`config.mk`:
```
export PLATFORM = sky130hd
export DESIGN_NAME = shift
export DESIGN_NICKNAME = d
export VERILOG_FILES = /design/src/rtl/shift.sv
export SDC_FILE = /design/constraint.sdc
export NUM_CORES = 1
export LEC_CHECK = 0
export ABC_AREA = 1
export CAP_MARGIN = 10
export CORE_ASPECT_RATIO = 1.75
export CORE_MARGIN = 1.5
export CORE_UTILIZATION = 35
export CTS_BUF_LIST = sky130_fd_sc_hd__clkbuf_4 sky130_fd_sc_hd__clkbuf_8
export DETAILED_ROUTE_END_ITERATION = 6
export GPL_TIMING_DRIVEN = 0
export HOLD_SLACK_MARGIN = 0.02
export PLACE_DENSITY_LB_ADDON = 0.05
export SYNTH_ARGS = -nofsm -noshare
export SYNTH_HDL_FRONTEND = slang
export SYNTH_SLANG_ARGS = --single-unit
export TNS_END_PERCENT = 50
```
`constraint.sdc`:
```
create_clock -name i_clk -period 0.95 [get_ports i_clk]
set_input_delay 0.095 -clock i_clk [delete_from_list [all_inputs] [get_ports i_clk]]
set_output_delay 0.095 -clock i_clk [all_outputs]
set_load 0.02 [all_outputs]
```
`src/rtl/shift.sv`:
```
// Registered barrel shifter/rotator with carry in/out; the operation (LSL, LSR, ASR, ROR)
// is fixed at elaboration, and any unrecognised name passes the operand through unchanged.
module shift #(
  parameter  int    DATA_WIDTH = 32,
  parameter  string SHIFT_TYPE = "LSL",
  localparam int    AMT_W      = $clog2(DATA_WIDTH)
) (
  input  logic                  i_clk,
  input  logic                  i_rst_n,
  input  logic                  i_valid,
  input  logic [DATA_WIDTH-1:0] i_op,
  input  logic [AMT_W-1:0]      i_amount,
  input  logic                  i_carry,
  output logic                  o_valid,
  output logic [DATA_WIDTH-1:0] o_result,
  output logic                  o_carry
);

  if (DATA_WIDTH < 2 || (DATA_WIDTH & (DATA_WIDTH - 1)) != 0) begin : g_bad_width
    $error("shift: DATA_WIDTH must be a power of two and at least 2");
  end

  logic [DATA_WIDTH-1:0] shift_result;
  logic                  shift_carry;

  // The carry rides along as an extra bit, so amount 0 passes i_carry through for free
  // and the last bit shifted out lands in it for any non-zero amount.
  if (SHIFT_TYPE == "LSL") begin : g_lsl
    logic [DATA_WIDTH:0] stage [AMT_W+1];

    always_comb begin
      stage[0] = {i_carry, i_op};
      for (int k = 0; k < AMT_W; k++) begin
        stage[k+1] = i_amount[k] ? (stage[k] << (1 << k)) : stage[k];
      end
    end

    assign shift_result = stage[AMT_W][DATA_WIDTH-1:0];
    assign shift_carry  = stage[AMT_W][DATA_WIDTH];

  end else if (SHIFT_TYPE == "LSR") begin : g_lsr
    logic [DATA_WIDTH:0] stage [AMT_W+1];

    always_comb begin
      stage[0] = {i_op, i_carry};
      for (int k = 0; k < AMT_W; k++) begin
        stage[k+1] = i_amount[k] ? (stage[k] >> (1 << k)) : stage[k];
      end
    end

    assign shift_result = stage[AMT_W][DATA_WIDTH:1];
    assign shift_carry  = stage[AMT_W][0];

  end else if (SHIFT_TYPE == "ASR") begin : g_asr
    // Signed stages make >>> replicate the operand's sign bit, which is the vector MSB.
    logic signed [DATA_WIDTH:0] stage [AMT_W+1];

    always_comb begin
      stage[0] = {i_op, i_carry};
      for (int k = 0; k < AMT_W; k++) begin
        stage[k+1] = i_amount[k] ? (stage[k] >>> (1 << k)) : stage[k];
      end
    end

    assign shift_result = stage[AMT_W][DATA_WIDTH:1];
    assign shift_carry  = stage[AMT_W][0];

  end else if (SHIFT_TYPE == "ROR") begin : g_ror
    logic [DATA_WIDTH-1:0]   stage [AMT_W+1];
    logic [2*DATA_WIDTH-1:0] dbl;

    always_comb begin
      // NOTE: every variable an always_comb writes gets a value on every path first,
      // otherwise synthesis infers a latch to remember the old value.
      dbl      = '0;
      stage[0] = i_op;
      for (int k = 0; k < AMT_W; k++) begin
        dbl        = {stage[k], stage[k]} >> (1 << k);
        stage[k+1] = i_amount[k] ? dbl[DATA_WIDTH-1:0] : stage[k];
      end
    end

    assign shift_result = stage[AMT_W];
    assign shift_carry  = (i_amount != '0) ? stage[AMT_W][DATA_WIDTH-1] : i_carry;

  end else begin : g_pass
    logic amount_unused;

    assign amount_unused = ^i_amount;
    assign shift_result  = i_op;
    assign shift_carry   = i_carry;
  end

  logic                  valid_d,  valid_q;
  logic [DATA_WIDTH-1:0] result_d, result_q;
  logic                  carry_d,  carry_q;

  // Results hold while idle; only a qualified input updates them.
  always_comb begin
    valid_d  = i_valid;
    result_d = result_q;
    carry_d  = carry_q;
    if (i_valid) begin
      result_d = shift_result;
      carry_d  = shift_carry;
    end
  end

  // Reset release is expected to arrive synchronous to i_clk from the system reset
  // controller; assertion clears the outputs immediately and drops any in-flight result.
  always_ff @(posedge i_clk or negedge i_rst_n) begin
    if (!i_rst_n) begin
      // NOTE: sequential state uses non-blocking assignments so every flop samples
      // the pre-edge values regardless of statement order.
      valid_q  <= 1'b0;
      result_q <= '0;
      carry_q  <= 1'b0;
    end else begin
      valid_q  <= valid_d;
      result_q <= result_d;
      carry_q  <= carry_d;
    end
  end

  assign o_valid  = valid_q;
  assign o_result = result_q;
  assign o_carry  = carry_q;

endmodule

```
==> results.md, run 1 <==
- Across the run, the number of max-cap violations was 0.
- Counting distinct cell types in the post-synthesis netlist gives 24.
- The clock-pin slew of the registers on the worst-case setup and hold paths is 0.07 ns.
- The sum of internal, switching and leakage power is 4.976 mW.
- The number of nets in the synthesized netlist is 480.
- Static timing analysis puts the maximum clock frequency at 1065 MHz.
- The smallest clock period supported by the final layout is computed as 0.9391 ns.
- The number of antenna violations at the first check in global routing is 0.
- Dividing the detail-routed via count by the number of cells gives 5.506.
- For this run, asynchronously set or reset flops after synthesis account for 1.000.
- Among all flip-flop cells after synthesis, the most frequent one is sky130_fd_sc_hd__dfrtp_1.
- The critical path capture point is o_result[25].
- The critical path is of the flip-flop to output pin type.
- The length of the first detailed-routing pass in iterations is 4.
- STA classifies the critical path startpoint as a flip-flop.
- For this design, the slowest cell found on the critical path is sky130_fd_sc_hd__dfrtp_1.
- Setup repair after global routing could not meet its margin everywhere.
- With fillers left out, the area of the finished cells amounts to 0.004402 mm^2.
- After floorplanning, the core was sized to cover 0.008368 mm^2.
- The number of design-rule violations left by the first detailed-router iteration is 238.
- In this run the tightest slew margin relative to its limit is 0.5101.
- The cell depth of the worst setup path is 1.
- The count of endpoints failing hold in the final timing report is 34.
- Traced cell by cell, the critical path runs through buf_2.
- The maximum clock skew at final layout is 0 ns.
- The count of buffers from port buffering is 70.
- The placer's final routability congestion estimate is 0.9116.
- The leading area contributor after synthesis is sky130_fd_sc_hd__nand3_1.
- The post-detailed-routing wire length is 11560 um.
- The cell area after synthesis is 0.003043 mm^2.
- Power spread over the standard cell area amounts to 1130 mW/mm^2.
- The run finished, with violations left.
- The area taken by multi-input logic gates is 0.002367 mm^2.
- Grouping stages by cell kind, the critical path spends the most delay in flip-flops.
- After global routing the overflow that remains totals 0.
- By count the netlist is led by sky130_fd_sc_hd__nand3_1 (185), sky130_fd_sc_hd__nand2_1 (113), sky130_fd_sc_hd__nand3_2 (35).
- The register-to-register path setup slack is 0.20 ns.
- The sum of met3 wire segment lengths after detailed routing is 394 um.
- The TritonCTS buffer count is 5.
- The nature of the critical path endpoint is an output pin.
- The routed layout has 3491 vias.
- After floorplanning, the core was divided into 44 placement rows.
- The final HPWL from detailed placement is 9410 um.
- The number of antenna-violating nets in the routed design is 0.
- The placed instances occupy a cell area of 0.003913 mm^2.
- After detailed routing, the number of remaining DRC violations is 0.
- The largest voltage drop on the vdd net is 686.0 uV.
- The arrival time at the worst endpoint is 0.84 ns.
- Yosys printed 0 warnings.
- The clock tree synthesis step divided the H-tree into 2 levels.
- The maximum clock path buffer count is 2.
- The I/O pin count is 75.
- Together, buffers and inverters on the worst path number 1.
- The number of global-route vias before repair came to 3426.
- Entering global routing, the biggest net connects 35 pins.
- For the worst flop-to-flop path, the logic depth is 2.
- The number of nets at the end of the flow is 559.
- The average wire length per cell after detail routing is 18.24 um.
- In this run the worst setup path begins at o_result[25].
- Of the post-synthesis cell area, the dominant cell type holds 0.3043.
- Hold timing on the final database bottoms out at a slack of -0.1407 ns.
- CTS saw 34 sinks.
- The tree is rooted in a sky130_fd_sc_hd__clkbuf_8.
- The min-delay analysis places its worst path in the category input port to asynchronous set/reset pin.
- The die covers 0.009284 mm^2.
- Measured along the y axis, the die boundary spans 126.3 um.
- The synthesis-stage register bit count is 34.
- The area growth from synthesis to layout is 44.65%.
- The die width is 73.49 um.
- In the detailed route, the total length drawn on met2 is 6325 um.
- For this run, the slowest stage of the critical path takes 0.39 ns.
- Synthesis produced 439 cells.
- The max-slew violation total from the final report is 0.
- Summed over all cells, the static leakage comes to 2.232 nW.
- Of the cells placed in the final design, the portion with a size suffix greater than 1 is 0.4393.
- The final reports fail on negative hold slack.
- After synthesis, the cell types taking the most area are sky130_fd_sc_hd__nand3_1 (30%), sky130_fd_sc_hd__dfrtp_1 (28%), sky130_fd_sc_hd__nand2_1 (14%).
- The number of antenna cells inserted is 0.
- The share of the clock period used by the worst path after layout is 0.9885.
- The number of setup violations in the final report is 0.
- Of the synthesized area, sequential elements account for 0.2796.
- The sequential standard cell area is 850.8 um^2.
- For this run, the total global-route usage over all layers was measured as 0.2581.
- The count of fill cells added during filler insertion is 914.
- The CTS tree is built.
- The worst flop-to-flop path startpoint is o_result[16].
- For the pin with the worst max-slew slack, the measured transition is 0.7348 ns.
- The most frequent cell after synthesis is sky130_fd_sc_hd__nand3_1.
- The top fanout value on the critical path is 2.
- The detailed router put a total of 4330 um of wire on met1.
- The clock reaches the later pin of the worst-skew pair after 0.29 ns.
- The per-instance average area after synthesis is 6.931 um^2.
- The number of synthesized flops with an enable pin is 0.
- The wire length of the first global-routing pass is 18200 um.
- In this run the critical register-to-register path is captured at o_result[16].
- After detailed routing, no signal wire sits above met4.
- The initial core utilization is 0.3636.
- For the worst setup path, the data required time is 0.85 ns.
- Measured on the finished design, the core utilization comes to 0.5260.
[stage by stage]
step | setup WS [ns] | setup TNS (ns) | instances
2_1_floorplan | -0.01027 | -0.06156 | 439
3_3_place_gp | -0.9313 | -53.28 | 624
6_report | 0.01089 | 0 | 634
3_5_place_dp | -0.7279 | -21.88 | 624
5_1_grt | -0.02250 | -0.2275 | 634
4_1_cts | -0.06312 | -0.5829 | 634
[cells by family (layout without fill, tap and decap cells)]
family | after synthesis | in the layout | share of synthesized area
compound gates | 11 | 11 | 0.02220
buf+inv | 41 | 121 | 0.08759
flops | 34 | 34 | 0.2796
simple gates | 353 | 353 | 0.6106
[worst min path at each step]
| stage | slack (ns) | to | cells past startpoint | from |
|---|---|---|---|---|
| after detailed placement | 0.20 | o_result[1] | 1 | i_rst_n |
| after global routing | -0.08 | o_result[5] | 1 | i_rst_n |
| after floorplan | -0.20 | o_carry | 0 | i_rst_n |
| after CTS | -0.11 | o_result[4] | 1 | i_rst_n |
| after global placement | 0.46 | o_result[8] | 2 | o_result[8] |
| final | -0.14 | o_result[5] | 1 | i_rst_n |
[registers in the layout (all words and copies together) (netlist names)]
register and count:
o_carry 1, o_result 32, o_valid 1
[what timing repair did]
item / CTS / global route
gates resized for setup: 217 / 79
setup buffers: 1 / 0
cloned: 1 / 0
endpoints found under the hold margin: 34 / 34
pin swaps: 7 / 25
endpoints found under the setup margin: 67 / 48
[power by group]
group / internal (mW) / leakage [nW] / switching (mW)
combinational: 0.752 / 1.74 / 1.29
sequential: 1.60 / 0.438 / 0.0851
clock: 0.732 / 0.0575 / 0.523
[final cells by class]
cell class / count / area share
timing repair buffer: 72 / 0.1373
buffer: 34 / 0.06566
tap: 115 / 0.03269
inverter: 7 / 0.008243
multi-input combinational: 364 / 0.5378
sequential: 34 / 0.1933
clock buffer: 8 / 0.02501
[per-layer routing]
layer	vias up	GRT usage
li1	1692	-
met1	1663	0.2854
met2	110	0.4653
met3	26	0.03177
met4	0	0.1307
met5	-	0
[placed cells by master, fill, tap and decap left out, drive strengths merged, types with 5 or more instances in the layout]
cell / synthesis / layout
o21ai: 6 / 6
dlymetal6s2s: 0 / 15
dfrtp: 34 / 34
clkdlybuf4s50: 0 / 6
inv: 7 / 7
buf: 27 / 61
nand2: 124 / 124
nand3: 220 / 220
clkbuf: 7 / 18
nor2: 5 / 5
dlygate4sd2: 0 / 14
(Power assumes the default switching activity.)
==> inputs of run 2 (changes only) <==
--- a/config.mk
+++ b/config.mk
@@ -12,9 +12,11 @@
 export CORE_UTILIZATION = 35
 export CTS_BUF_LIST = sky130_fd_sc_hd__clkbuf_4 sky130_fd_sc_hd__clkbuf_8
 export DETAILED_ROUTE_END_ITERATION = 6
+export GPL_ROUTABILITY_DRIVEN = 0
 export GPL_TIMING_DRIVEN = 0
 export HOLD_SLACK_MARGIN = 0.02
 export PLACE_DENSITY_LB_ADDON = 0.05
+export SLEW_MARGIN = 10
 export SYNTH_ARGS = -nofsm -noshare
 export SYNTH_HDL_FRONTEND = slang
 export SYNTH_SLANG_ARGS = --single-unit
==> run 2 against run 1 <==
Against the previous run:
- largest power group unchanged
- total power increased by 1.0%
- highest routed layer unchanged
- register-to-register slack got worse by 0.03 ns
- the flow now finishes without violations
- via count increased by 2.1%
- wire length decreased by 2.6%
- worst hold slack improved by 0.26 ns
==> results.md, run 2 (synthesized netlist as in run 1, its figures left out) <==
- The flow ran to the end, and the final reports show no timing, DRC or antenna violations.
- The count of endpoints failing hold in the final timing report is 0.
- The analysis attributes to net switching a power of 1.896 mW.
- The cell with the largest stage delay on the worst path is sky130_fd_sc_hd__clkdlybuf4s50_1.
- The CTS tree is built.
- The clock latency on the worst-skew pair is 0.29 ns.
- Walking the worst path, the cells encountered are clkdlybuf4s50_1 > nand2_1 > nand3_2 > nand3_1 > nand3_2 > nand3_2 > nand3_1.
- The total overflow left after global routing is 0.
- The worst setup path is captured at a flip-flop.
- The H-tree depth is 2.
- 75 I/O pins were placed.
- The number of antenna violations at the first check in global routing is 0.
- The TritonCTS buffer count is 5.
- At the end of the flow, the number of nets in the layout was 561.
- The worst max-slew margin expressed relative to the limit is 0.6920.
- For this block, the via count after detailed routing is 3565.
- After detailed routing, the total wire length is 11260 um.
- Setup repair after global routing could not meet its margin everywhere.
- The average wire length per cell after detail routing is 17.70 um.
- For the pin with the worst max-slew slack, the measured transition is 0.4620 ns.
- Setup violations remaining at the end of the flow were counted as 0.
- For this configuration, the core starts out at a cell density of 0.3636.
- The area growth from synthesis to layout is 43.50%.
- Among the stages of the critical path, the cell type that occurs most often is sky130_fd_sc_hd__nand3_2.
- The routed design uses 5982 um of met2 wire.
- The clock network fraction of total power is 0.263.
- The die covers 0.009284 mm^2.
- In this run the critical register-to-register path is captured at o_result[16].
- STA classifies the critical path startpoint as an input port.
- The class of the worst hold path is input port to flip-flop.
- Cell internal power was estimated by the tool at 3.130 mW.
- The placeable core region is 0.008368 mm^2.
- Once layout is complete, the utilization of the core stands at 0.5218.
- Detailed placement ended at an HPWL of 8906 um.
- The startpoint of the worst hold path is i_valid.
- The number of global-route vias before repair was 3427.
- The die extent in y is 126.3 um.
- The overall global routing resource usage is 0.2470.
- After detailed placement, the design holds a cell count of 624.
- Derived from the worst setup path, the maximum achievable clock frequency is 1056 MHz.
- The max-slew violation total from the final report is 0.
- The most frequent standard cell in the layout excluding fill and tap cells is sky130_fd_sc_hd__nand3_1.
- The flip-flop count of the largest register, all copies and words added is 32.
- The share of the clock period used by the worst path after layout is 0.9973.
- The root buffer cell chosen for the clock tree is sky130_fd_sc_hd__clkbuf_8.
- The maximum clock skew at final layout is 0 ns.
- The maximum clock path buffer count is 2.
- The wire length the detailed router placed on met1 is 4156 um.
- The share of total power dissipated in sequential elements is 0.335.
- The register-to-register path setup slack is 0.17 ns.
- The final total negative setup slack is 0 ns.
- The highest signal layer in the routed design is met4.
- The final cell count without fillers is 636.
- Of the total power, the share spent switching nets is 0.3772.
- The largest net degree at the start of global routing is 35.
- The die width is 73.49 um.
- The count of buffers added on input and output ports is 70.
- The row count is 44.
- The minimum clock period is 0.9474 ns.
- The library cells used most frequently in the layout, excluding fill and tap cells, are sky130_fd_sc_hd__nand3_1 (134), sky130_fd_sc_hd__nand3_2 (84), sky130_fd_sc_hd__nand2_1 (77), sky130_fd_sc_hd__nand2_2 (37), sky130_fd_sc_hd__buf_2 (35).
- Summed over all nets, wire length on met3 after detailed routing comes to 559 um.
- For the worst setup path, the data arrival time is 1.12 ns.
- The cell depth of the worst flop-to-flop path is 2.
- For this design the ratio of total power to cell area is 1151 mW/mm^2.
- Max-cap violations in this run came to 0.
- For the worst setup path, the data required time is 1.12 ns.
- The number of design-rule violations left by the first detailed-router iteration is 238.
- The path with the worst hold slack has its endpoint at o_valid.
- The portion of total power attributed to combinational logic is 0.403.
- In the routed design, unresolved DRC markers number 0.
- The number of antenna-violating nets in the routed design is 0.
- In this run the worst path has a maximum fanout of 2.
- The length of the first detailed-routing pass in iterations is 5.
- The wire length of the first global-routing pass is 17760 um.
- For this design, the sink count on the clock tree is 34.
- The analysis attributes to cell leakage a power of 2.226 nW.
- Counting instances, the worst hold path has a depth of 1.
- Power comes to 5.026 mW.
- The clock-pin slew of the registers on the worst-case setup and hold paths is 0.07 ns.
- The delay of the slowest cell on the worst path is 0.42 ns.
- The number of antenna cells inserted is 0.
- The largest voltage drop on the vdd net is 532.7 uV.
- Of the cells placed in the final design, the portion with a size suffix greater than 1 is 0.4319.
- The worst flop-to-flop path startpoint is o_result[16].
- The critical path in this run is classified as input port to flip-flop.
- After detailed routing, the number of vias per cell comes to 5.605.
run 2: area by class of cell:
type | count | area, um^2
fillers | 923 | 4001
multi-input cells | 364 | 2310
flip-flops and latches | 34 | 850.8
repair buffers | 74 | 623.1
plain buffers | 34 | 289.0
well taps | 115 | 143.9
clock buffers | 5 | 68.82
clock inverters | 3 | 45.04
inverters | 7 | 36.28
run 2: power by group through the flow:
| stage | sequential, mW | combinational (mW) | clock, mW |
|---|---|---|---|
| detailed placement | 1.71 | 1.92 | 0 |
| global route | 1.70 | 2.18 | 1.41 |
| CTS | 1.68 | 1.88 | 1.35 |
| finish | 1.68 | 2.02 | 1.32 |
| global placement | 1.70 | 1.92 | 0 |
| floorplan | 1.89 | 0.943 | 0 |
run 2: worst max-delay path by stage:
stage          cells after the start   startpoint  slack (ns)      endpoint
5_1_grt                            7     i_op[21]       -0.05  o_result[31]
3_5_place_dp                       6      i_valid       -0.66  o_result[12]
6_report                           7     i_op[21]       0.003  o_result[26]
4_1_cts                            7      i_op[2]       -0.07  o_result[28]
2_1_floorplan                      8  i_amount[0]       -0.01  o_result[31]
3_3_place_gp                       1      i_rst_n       -0.92  o_result[31]
run 2: through the flow:
step                area (um^2)  worst slack (ns)  hold WS (ns)
finish                     4367          0.002607        0.1206
global placement           3918           -0.9237        0.4652
detailed placement         3913           -0.6588        0.2028
CTS                        4070          -0.06780        0.1170
floorplan                  3073          -0.01027       -0.2006
global route               4367          -0.05249        0.1297
run 2: metal layers:
layer / track usage / vias up
met2: 0.4430 / 162
met1: 0.2864 / 1670
met3: 0.01986 / 32
met5: 0 / -
li1: - / 1701
met4: 0.1155 / 0
run 2: what timing repair did:
item | 4_1_cts | 5_1_grt
pin swaps | 2 | 19
setup endpoints to repair | 67 | 88
gates cloned | 1 | 0
hold endpoints to repair | 34 | 0
hold buffers | 1 | 0
setup buffers | 2 | 0
resized for setup | 207 | 88
run 2: worst max-delay path: cells and delay by family:
| family | cells | cell delay [ns] |
|---|---|---|
| simple gates | 6 | 0.60 |
| buf+inv | 1 | 0.42 |
==> inputs of run 3 (changes only) <==
--- a/config.mk
+++ b/config.mk
@@ -9,13 +9,15 @@
 export CAP_MARGIN = 10
 export CORE_ASPECT_RATIO = 1.75
 export CORE_MARGIN = 1.5
-export CORE_UTILIZATION = 35
+export CORE_UTILIZATION = 52
 export CTS_BUF_LIST = sky130_fd_sc_hd__clkbuf_4 sky130_fd_sc_hd__clkbuf_8
+export CTS_CLUSTER_SIZE = 12
 export DETAILED_ROUTE_END_ITERATION = 6
 export GPL_ROUTABILITY_DRIVEN = 0
 export GPL_TIMING_DRIVEN = 0
 export HOLD_SLACK_MARGIN = 0.02
 export PLACE_DENSITY_LB_ADDON = 0.05
+export REMOVE_ABC_BUFFERS = 1
 export SLEW_MARGIN = 10
 export SYNTH_ARGS = -nofsm -noshare
 export SYNTH_HDL_FRONTEND = slang
==> run 3 against run 2 <==
Against the previous run:
- the run now ends with negative hold slack left
- wire length is 15% lower
- via count is 0.98% lower
- combinational power is 11% lower
- sequential power hardly changed
- non-clock buffer count is 27 lower
- register-to-register slack better by 0.04 ns
- flip-flop and latch count stayed put
- sequential share of layout area is 2.1 points higher
- core utilization is 18 points higher
- highest routed layer unchanged
==> results.md, run 3 (synthesized netlist as in run 1, its figures left out) <==
- The tightest min-delay check is of the input port to asynchronous set/reset pin type.
- In the final routed layout, each cell accounts on average for 16.88 um.
- The number of setup violations in the final report is 0.
- After the last flow step, the layout net total stands at 534.
- Clock tree synthesis found a total of 34 sinks.
- The initialized floorplan defines 36 standard-cell rows.
- The total overflow left after global routing is 0.
- The layout overhead on the synthesized area is 29.36%.
- The top fanout value on the critical path is 2.
- The cell with the largest stage delay on the worst path is sky130_fd_sc_hd__dfrtp_1.
- The largest voltage drop on the vdd net is 712.1 uV.
- For this run, the top clock speed supported by timing is 1055 MHz.
- The number of global-route vias before repair is 3322.
- The internal power consumption is 2.718 mW.
- By startpoint and endpoint, the worst setup path is classified as flip-flop to output pin.
- Power comes to 4.495 mW.
- Pin placement for this block handled 75 I/O pins.
- Setup repair after global routing could not meet its margin everywhere.
- The clock passes through at most 2 buffers.
- The worst setup path is launched from a flip-flop.
- The highest metal layer carrying signal wires in the routed design is met4.
- TritonCTS created 5 clock buffers.
- The number of antenna violations at the first check in global routing is 0.
- The sequential standard cell area is 850.8 um^2.
- The arrival time at the worst endpoint is 0.85 ns.
- The worst setup path is captured at an output pin.
- The minimum clock period is 0.9483 ns.
- The share of total power dissipated in the clock network is 0.228.
- Of the total power, the share spent switching nets is 0.3954.
- Dividing total power by cell area gives a power density of 1142 mW/mm^2.
- The required time at the endpoint of the critical path is 0.85 ns.
- Clock tree synthesis selected as its root buffer the cell sky130_fd_sc_hd__clkbuf_8.
- Measured against its own limit, the worst slew margin works out to 0.4759.
- The transition time at the pin with the least slew margin is 0.7861 ns.
- The max-slew violation total from the final report came to 0.
- The residual DRC count is 0.
- The number of antenna cells inserted is 0.
- The initial core utilization is 0.5448.
- The final reports fail on negative hold slack.
- Summing over every cut layer, the via total after detailed routing is 3530.
- The final HPWL from detailed placement is 6338 um.
- The clock latency on the worst-skew pair is 0.29 ns.
- The tool flagged a number of max-cap violations equal to 0.
- The number of antenna-violating nets in the routed design is 0.
- The count of endpoints failing hold in the final timing report is 34.
- Wires add up to 9605 um.
- The number of design-rule violations left by the first detailed-router iteration is 178.
- Across the routed clock network, the largest skew measured is 0 ns.
- In this run the power spent charging and discharging nets is 1.777 mW.
- In this run the static leakage power is 2.006 nW.
- The first detailed-routing pass took 5 iterations.
- The wire length of the first global-routing pass is 15150 um.
- The die width is 60.83 um.
- Walking the worst path, the cells encountered are buf_2.
- CTS built an H-tree with a depth of 2.
- In the global route stage, overall resource usage came out at 0.3037.
- The die extent in y is 104.2 um.
- Port buffering added 74 buffers.
- The flip-flop count of the largest register, all copies and words added is 32.
- In the finished design, the share of the clock period the worst path needs comes to 0.9982.
- The layout has 526 filler cells.
- The fraction of the core area covered by cells at the end of the flow is 0.7047.
- Entering global routing, the biggest net connects 37 pins.
- On the worst path, the slowest cell contributes a delay of 0.40 ns.
- The via density per instance is 6.204.
- Across all hold checks on the routed design, the worst slack comes to -0.1110 ns.
- TritonCTS built the clock tree.
- The cell family contributing the most delay on the critical path is flip-flops.
- The portion of total power attributed to combinational logic is 0.400.
- The flow ran to the end, but the final reports show violations.
- The multi-input combinational cells in the finished layout cover a total of 0.002152 mm^2.
- The routed design uses 683 um of met3 wire.
- In the final routing, the length of wire on met1 measures 3543 um.
- Of the cells placed in the final design, the portion with a size suffix greater than 1 is 0.3327.
- Clock-pin slew was measured on the worst setup and hold paths at 0.07 ns.
- The most frequent standard cell in the layout excluding fill and tap cells is sky130_fd_sc_hd__nand3_1.
- Counting both buffers and inverters, the worst setup path holds a total of 1.
- The sequential fraction of design power is 0.373.
- The top cell types in the final layout, fill and taps aside, are sky130_fd_sc_hd__nand3_1 (155), sky130_fd_sc_hd__nand2_1 (87), sky130_fd_sc_hd__nand3_2 (65), sky130_fd_sc_hd__buf_2 (35), sky130_fd_sc_hd__dfrtp_1 (34).
- The core region is 0.005585 mm^2.
- The detailed route wirelength on metal2 is 4946 um.
- The die covers 0.006338 mm^2.
[run 3: power by group through the flow]
stage	sequential, mW	clock [mW]	combinational [mW]
global placement	1.70	0	1.75
detailed placement	1.71	0	1.77
CTS	1.68	1.03	1.71
floorplan	1.89	0	0.779
finish	1.67	1.02	1.80
global route	1.69	1.09	1.95
[run 3: what timing repair did]
| action | in CTS | in global routing |
|---|---|---|
| resized for setup | 227 | 43 |
| pin swaps | 20 | 8 |
| hold endpoints to repair | 34 | 35 |
| buffers inserted | 4 | 0 |
| cloned | 0 | 1 |
| endpoints found under the setup margin | 67 | 41 |
[run 3: routing by layer]
layer	GRT usage	vias to the layer above
met3	0.03483	41
met5	0	-
met2	0.4892	217
met4	0.1522	0
li1	-	1641
met1	0.3846	1631
[run 3: cell type report]
class | count | share of cell area
clock buffers | 5 | 0.01748
well taps | 76 | 0.02416
repair buffers | 81 | 0.1720
clock inverters | 2 | 0.002543
multi-input cells | 364 | 0.5467
inverters | 7 | 0.02098
flip-flops and latches | 34 | 0.2161
[run 3: worst paths after layout]
check | start | end | slack [ns] | cells after the start
max in group asynchronous | i_rst_n | o_result[12] | 0.57 | 1
min in group i_clk | i_valid | o_result[4] | 0.25 | 4
hold reg to reg | o_result[15] | o_result[15] | 0.47 | 2
setup reg to reg | o_result[16] | o_result[16] | 0.21 | 2
setup / recovery | o_result[26] | o_result[26] | 0.002 | 1
hold / removal | i_rst_n | o_result[25] | -0.11 | 1
[run 3: metrics by stage]
| step | setup slack, ns | hold slack [ns] | instances | instance area, um^2 | setup TNS [ns] |
|---|---|---|---|---|---|
| 2_1_floorplan | -0.6465 | -0.2006 | 405 | 2813 | -20.23 |
| 6_report | 0.001703 | -0.1110 | 569 | 3936 | 0 |
| 3_3_place_gp | -2.020 | 0.4617 | 555 | 3649 | -95.46 |
| 3_5_place_dp | -1.811 | 0.2203 | 556 | 3656 | -59.78 |
| 5_1_grt | -0.01566 | -0.05145 | 569 | 3936 | -0.08057 |
| 4_1_cts | -0.06152 | -0.08627 | 567 | 3766 | -0.06152 |
